$ cat src/rtl/rv32i_types.sv
// Shared RV32I types plus the L1 memory arbiter FSM and requester encodings.
package rv32i_types;

  typedef logic [31:0]  rv32i_word;
  typedef logic [255:0] rv32i_line;

  typedef enum logic [1:0] {
    IDLE,
    SERVE_I,
    SERVE_D,
    RELEASE
  } arb_state_t;

  typedef enum logic {
    ICACHE,
    DCACHE
  } arb_req_t;

endpackage

$ cat src/rtl/sat_counter.sv
// Saturating up-counter: increments on inc, sticks at all-ones, cleared only by rst.
module sat_counter #(
  parameter int unsigned W = 16
) (
  input  logic         clk,
  input  logic         rst,
  input  logic         inc,
  output logic [W-1:0] count
);

  logic [W-1:0] count_q, count_d;

  // Next count: hold at all-ones instead of wrapping.
  always_comb begin
    count_d = count_q;
    if (inc && (count_q != {W{1'b1}})) begin
      count_d = count_q + {{(W-1){1'b0}}, 1'b1};
    end
  end

  // Count register.
  always_ff @(posedge clk or posedge rst) begin
    if (rst) begin
      count_q <= '0;
    end else begin
      count_q <= count_d;
    end
  end

  assign count = count_q;

endmodule

$ cat src/rtl/l1_mem_arbiter.sv
// Round-robin arbiter sharing one line-wide memory port between the L1 icache and dcache.
// The granted request is latched into the mem_* registers and held until mem_resp; one
// RELEASE cycle follows each response so stale requests held by the caches are ignored.
module l1_mem_arbiter
  import rv32i_types::*;
#(
  parameter int unsigned LINE_W = 256,
  parameter int unsigned ADDR_W = 32,
  parameter int unsigned CNT_W  = 16
) (
  input  logic              clk,
  input  logic              rst,
  input  logic              icache_read,
  input  logic [ADDR_W-1:0] icache_address,
  output logic              icache_resp,
  output logic [LINE_W-1:0] icache_rdata,
  input  logic              dcache_read,
  input  logic              dcache_write,
  input  logic [ADDR_W-1:0] dcache_address,
  input  logic [LINE_W-1:0] dcache_wdata,
  output logic              dcache_resp,
  output logic [LINE_W-1:0] dcache_rdata,
  output logic              mem_read,
  output logic              mem_write,
  output logic [ADDR_W-1:0] mem_address,
  output logic [LINE_W-1:0] mem_wdata,
  input  logic              mem_resp,
  input  logic [LINE_W-1:0] mem_rdata,
  output logic [CNT_W-1:0]  icache_grants,
  output logic [CNT_W-1:0]  dcache_grants
);

  arb_state_t        state_q, state_d;
  arb_req_t          rr_last_q, rr_last_d;
  logic              mem_read_q, mem_read_d;
  logic              mem_write_q, mem_write_d;
  logic [ADDR_W-1:0] mem_address_q, mem_address_d;
  logic [LINE_W-1:0] mem_wdata_q, mem_wdata_d;
  logic              i_req, d_req;
  logic              grant_i, grant_d;
  logic              inc_i, inc_d;

  // Request decode and round-robin tie break against the last granted requester.
  always_comb begin
    i_req   = icache_read;
    d_req   = dcache_read | dcache_write;
    grant_i = i_req & (~d_req | (rr_last_q == DCACHE));
    grant_d = d_req & (~i_req | (rr_last_q == ICACHE));
  end

  // Next-state, downstream request latching and grant-counter increments.
  always_comb begin
    state_d       = state_q;
    rr_last_d     = rr_last_q;
    mem_read_d    = mem_read_q;
    mem_write_d   = mem_write_q;
    mem_address_d = mem_address_q;
    mem_wdata_d   = mem_wdata_q;
    inc_i         = 1'b0;
    inc_d         = 1'b0;
    unique case (state_q)
      IDLE: begin
        if (grant_i) begin
          mem_read_d    = 1'b1;
          mem_write_d   = 1'b0;
          mem_address_d = icache_address;
          rr_last_d     = ICACHE;
          inc_i         = 1'b1;
          state_d       = SERVE_I;
        end else if (grant_d) begin
          // Simultaneous read and write is illegal; the write takes priority.
          mem_read_d    = ~dcache_write;
          mem_write_d   = dcache_write;
          mem_address_d = dcache_address;
          mem_wdata_d   = dcache_wdata;
          rr_last_d     = DCACHE;
          inc_d         = 1'b1;
          state_d       = SERVE_D;
        end
      end
      SERVE_I, SERVE_D: begin
        if (mem_resp) begin
          mem_read_d  = 1'b0;
          mem_write_d = 1'b0;
          state_d     = RELEASE;
        end
      end
      RELEASE: begin
        state_d = IDLE;
      end
      default: begin
        state_d = IDLE;
      end
    endcase
  end

  // State and registered downstream request.
  always_ff @(posedge clk or posedge rst) begin
    if (rst) begin
      state_q       <= IDLE;
      rr_last_q     <= DCACHE;
      mem_read_q    <= 1'b0;
      mem_write_q   <= 1'b0;
      mem_address_q <= '0;
      mem_wdata_q   <= '0;
    end else begin
      state_q       <= state_d;
      rr_last_q     <= rr_last_d;
      mem_read_q    <= mem_read_d;
      mem_write_q   <= mem_write_d;
      mem_address_q <= mem_address_d;
      mem_wdata_q   <= mem_wdata_d;
    end
  end

  // Responses are routed only to the requester currently being served.
  always_comb begin
    icache_resp  = (state_q == SERVE_I) & mem_resp;
    dcache_resp  = (state_q == SERVE_D) & mem_resp;
    icache_rdata = mem_rdata;
    dcache_rdata = mem_rdata;
    mem_read     = mem_read_q;
    mem_write    = mem_write_q;
    mem_address  = mem_address_q;
    mem_wdata    = mem_wdata_q;
  end

  sat_counter #(
    .W (CNT_W)
  ) u_icache_cnt (
    .clk   (clk),
    .rst   (rst),
    .inc   (inc_i),
    .count (icache_grants)
  );

  sat_counter #(
    .W (CNT_W)
  ) u_dcache_cnt (
    .clk   (clk),
    .rst   (rst),
    .inc   (inc_d),
    .count (dcache_grants)
  );

endmodule
$ cat config.mk
export PLATFORM = sky130hd
export DESIGN_NAME = l1_mem_arbiter
export DESIGN_NICKNAME = d
export VERILOG_FILES = /design/src/rtl/rv32i_types.sv /design/src/rtl/sat_counter.sv /design/src/rtl/l1_mem_arbiter.sv
export SDC_FILE = /design/constraint.sdc
export NUM_CORES = 1
export LEC_CHECK = 0
export CORE_AREA = 2 2 546 548
export DETAILED_ROUTE_END_ITERATION = 7
export DIE_AREA = 0 0 548 550
export HOLD_SLACK_MARGIN = 0.12
export PLACE_DENSITY = 0.3
export SYNTH_ARGS = -nofsm -noshare
export SYNTH_HDL_FRONTEND = slang
export SYNTH_SLANG_ARGS = --single-unit
$ cat constraint.sdc
create_clock -name clk -period 11.6 [get_ports clk]
set_clock_uncertainty 0.15 [all_clocks]
set_input_delay 1.16 -clock clk [delete_from_list [all_inputs] [get_ports clk]]
set_output_delay 1.16 -clock clk [all_outputs]
set_load 0.03 [all_outputs]
==> impl_metrics.yaml <==
cts:
  numCtsBuffers: 46
  clock_tree_buf_depth: 3
  h-tree-depth: 2
  path_clk_slew_ps: 60
  worstSkewPairLatency_ps: 620
  cts.repair_timing.setup_buffer_count: 0
  cts_hold_buffers: 0
  clock_tree.root_cell: "sky130_fd_sc_hd__clkbuf_16"
  cts_resized: 0
  cts.sinks: 325
  cts_tree: "yes"
global_route:
  grt_antenna_before_repair: 11
  grt-ovfl-total: 0
  global_route_wire_length_before_repair_um: 170900
  pin_count_of_the_biggest_net_entering_global_routing: 112
  track_usage: 0.09140
  number_of_global_route_vias_before_repair: 12062
critical_path:
  critical_path.n_buffers_inverters: 3
  crit_chain: "clkdlybuf4s50_1, a2bb2oi_2, nand2_8, buf_4, buf_4, mux2_2"
  cpMostUsedCell: "sky130_fd_sc_hd__buf_4"
  cp_data_required_time_ps: 11950
  critical_path.endpoint_type: "flip-flop"
  setup_crit_path_kind: "in2reg"
  critical-path-slowest-cell: "sky130_fd_sc_hd__buf_4"
  timing.critical_path.from_type: "input pin"
  cp_max_fo: 93
  critPathTopFamily: "buffers and inverters"
  cp_data_arrival_time_ps: 4920
  crit_path_max_incr_delay_ps: 930
die:
  floorplan.die.height_um: 550
  pin_count: 1418
  core-area_um2: 295500
  core.rowCount: 200
  die_x_um: 548
  dieArea_um2: 301400
  start_util: 0.05650
synthesis:
  top_ff_cell_synth: "sky130_fd_sc_hd__dfrtp_1"
  ys_async_sr_fraction: 1.000
  number_of_flops_mapped_to_enable_cells_by_yosys: 0
  yosysWarningCount: 0
  post_synthesis_cell_type_with_the_largest_combined_area: "sky130_fd_sc_hd__dfrtp_1"
  netlist-cell-type-count: 42
  post-synth-top-area-fraction: 0.4856
  syn_area_per_cell_um2: 12.13
  synth.cell_area_um2: 16700
  synth.yosys.seq_area_share: 0.4871
  synth_seq_cells: 325
  postSynthNetCount: 1964
  synthesis.instances: 1376
  synth_top_cells_by_area: "sky130_fd_sc_hd__dfrtp_1, sky130_fd_sc_hd__buf_4, sky130_fd_sc_hd__mux2_2, sky130_fd_sc_hd__mux2i_1, sky130_fd_sc_hd__xor2_1"
detailed_routing:
  routed_wl_um: 142700
  first_pass_drt_iterations: 4
  route.antenna.remaining_nets: 0
  drtIter0Drc: 426
  via_count: 10792
  routedWlPerCell_um: 25.95
  drc: 0
  routed_via_density: 1.962
timing:
  worst_slew_margin: 0.2667
  rsz0062_at_grt: "false"
  worst_pin_slew_ps: 1096
  min_period_over_period: 0.3940
  timing.fmax_ghz: 0.2188
  timing.final.crit_period_ps: 4570
  setup_total_negative_slack_ps: 0
  layout_setup_ws_ps: 7030
  setup_viols_final: 0
  final-max-slew-violation-count: 0
  report.final.hold_viol_count: 0
placement:
  placement.setup.worst_slack_ps: 6463
  gp_routability_congestion: 0.7559
  placed_cells: 5418
  placement.io_buffers: 649
  dpl_wire_length_um: 125400
min_path:
  worst_hold_path_type: "reg2reg"
power_and_ir_drop:
  static-leakage-power_nw: 9.120
  vdd.ir_drop.worst_mv: 0.1132
  pwr_density_cell_nw_per_um2: 292.0
  post-layout-total-power_w: 0.007483
layout:
  final_layout_size_suffix_gt1_frac: 0.2286
  final_cell_mix: "sky130_fd_sc_hd__clkdlybuf4s50_1, sky130_fd_sc_hd__dfrtp_1, sky130_fd_sc_hd__mux2_2"
  instances_no_fill: 5500
  mostFrequentLayoutCell: "sky130_fd_sc_hd__clkdlybuf4s50_1"
  num-nets-final: 2115
  area.growth.synth_to_final_pct: 53.46
status:
  outcome: "finished, final reports clean"
flow_run:
  max_cap_violations: 0
[routing by layer]
layer	vias to the layer above	wire length [µm]	GRT usage	part of all wire
li1	4397	-	-	-
met1	5102	35170	0.06552	0.25
met2	1078	66280	0.1495	0.46
met3	209	36960	0.1077	0.26
met4	6	4146	0.02768	0.029
met5	-	159	0.003127	0.0011
[final timing paths]
kind                       slack [ps]               to            start  depth (start not counted)
min reg2reg                       330  mem_address[10]  mem_address[10]                          2
min                               330  mem_address[10]  mem_address[10]                          2
max in group asynchronous        8080   mem_wdata[185]              rst                          4
max                              7030   mem_wdata[185]      icache_read                          6
max reg2reg                      7550   mem_wdata[185]       state_q[0]                          6
min in group asynchronous         940   mem_wdata[100]              rst                          2
[where the power goes]
group / internal, W / switching (W) / total [W]
registers: 0.00168 / 0.000462 / 0.00214
clock network: 0.000815 / 0.000599 / 0.00141
logic: 0.00153 / 0.00239 / 0.00393
total: 0.00403 / 0.00346 / 0.00748
[sequential cells by signal (all words and copies together), names as in the netlist]
name	count
mem_wdata	256
state_q	2
u_icache_cnt.count	16
mem_read	1
u_dcache_cnt.count	16
rr_last_q	1
mem_address	32
mem_write	1
[worst min-delay path, cell delays in order (launching register included)]
cell and delay, ps:
sky130_fd_sc_hd__dfrtp_1 340, sky130_fd_sc_hd__nand2_1 50, sky130_fd_sc_hd__o21ai_0 60
[synthesized netlist by cell type (7+ instances only)]
cell type,instances
sky130_fd_sc_hd__nor4_1,7
sky130_fd_sc_hd__xor2_1,22
sky130_fd_sc_hd__buf_4,512
sky130_fd_sc_hd__mux2_2,263
sky130_fd_sc_hd__clkbuf_1,9
sky130_fd_sc_hd__o21ai_0,36
sky130_fd_sc_hd__mux2i_1,33
sky130_fd_sc_hd__dfrtp_1,324
sky130_fd_sc_hd__nand2_1,46
sky130_fd_sc_hd__nand3_1,11
sky130_fd_sc_hd__nor3_1,11
sky130_fd_sc_hd__buf_2,32
sky130_fd_sc_hd__nand4_1,8
sky130_fd_sc_hd__inv_1,7
[cell families (layout without fill, tap and decap cells)]
kind of cell | count (synthesis) | after routing | share of synthesized area
muxes | 296 | 296 | 0.1972
and+or+nand+nor | 115 | 115 | 0.03799
DFF | 325 | 325 | 0.4871
AOI/OAI and AO/OA | 50 | 50 | 0.01724
buffers and inverters | 560 | 741 | 0.2434
other | 0 | 4 | 0
adders and majority gates | 6 | 6 | 0.004496
xor gates and xnor gates | 24 | 24 | 0.01259
[layout make-up]
type                            instances  area (µm²)
Fill cell                           34069      269900
Sequential cell                       325        8134
Timing Repair Buffer                  656        6556
Tap cell                             3939        4928
Multi-Input combinational cell        491        4529
Clock buffer                           64        1289
Clock inverter                         14       142.6
Inverter                                7       33.78
Antenna cell                            4       10.01
[stage by stage]
step / cell area [µm²] / util / hold slack (ps)
2_1_floorplan: 16700 / - / 308.4
3_3_place_gp: 24180 / 0.08182 / 317.5
5_1_grt: 25620 / 0.08668 / 354.8
3_5_place_dp: 24180 / 0.08182 / 322.9
4_1_cts: 25610 / 0.08667 / 335.9
6_report: 25620 / 0.08670 / 326.8
Note: power is estimated with default switching activity, not from simulation.
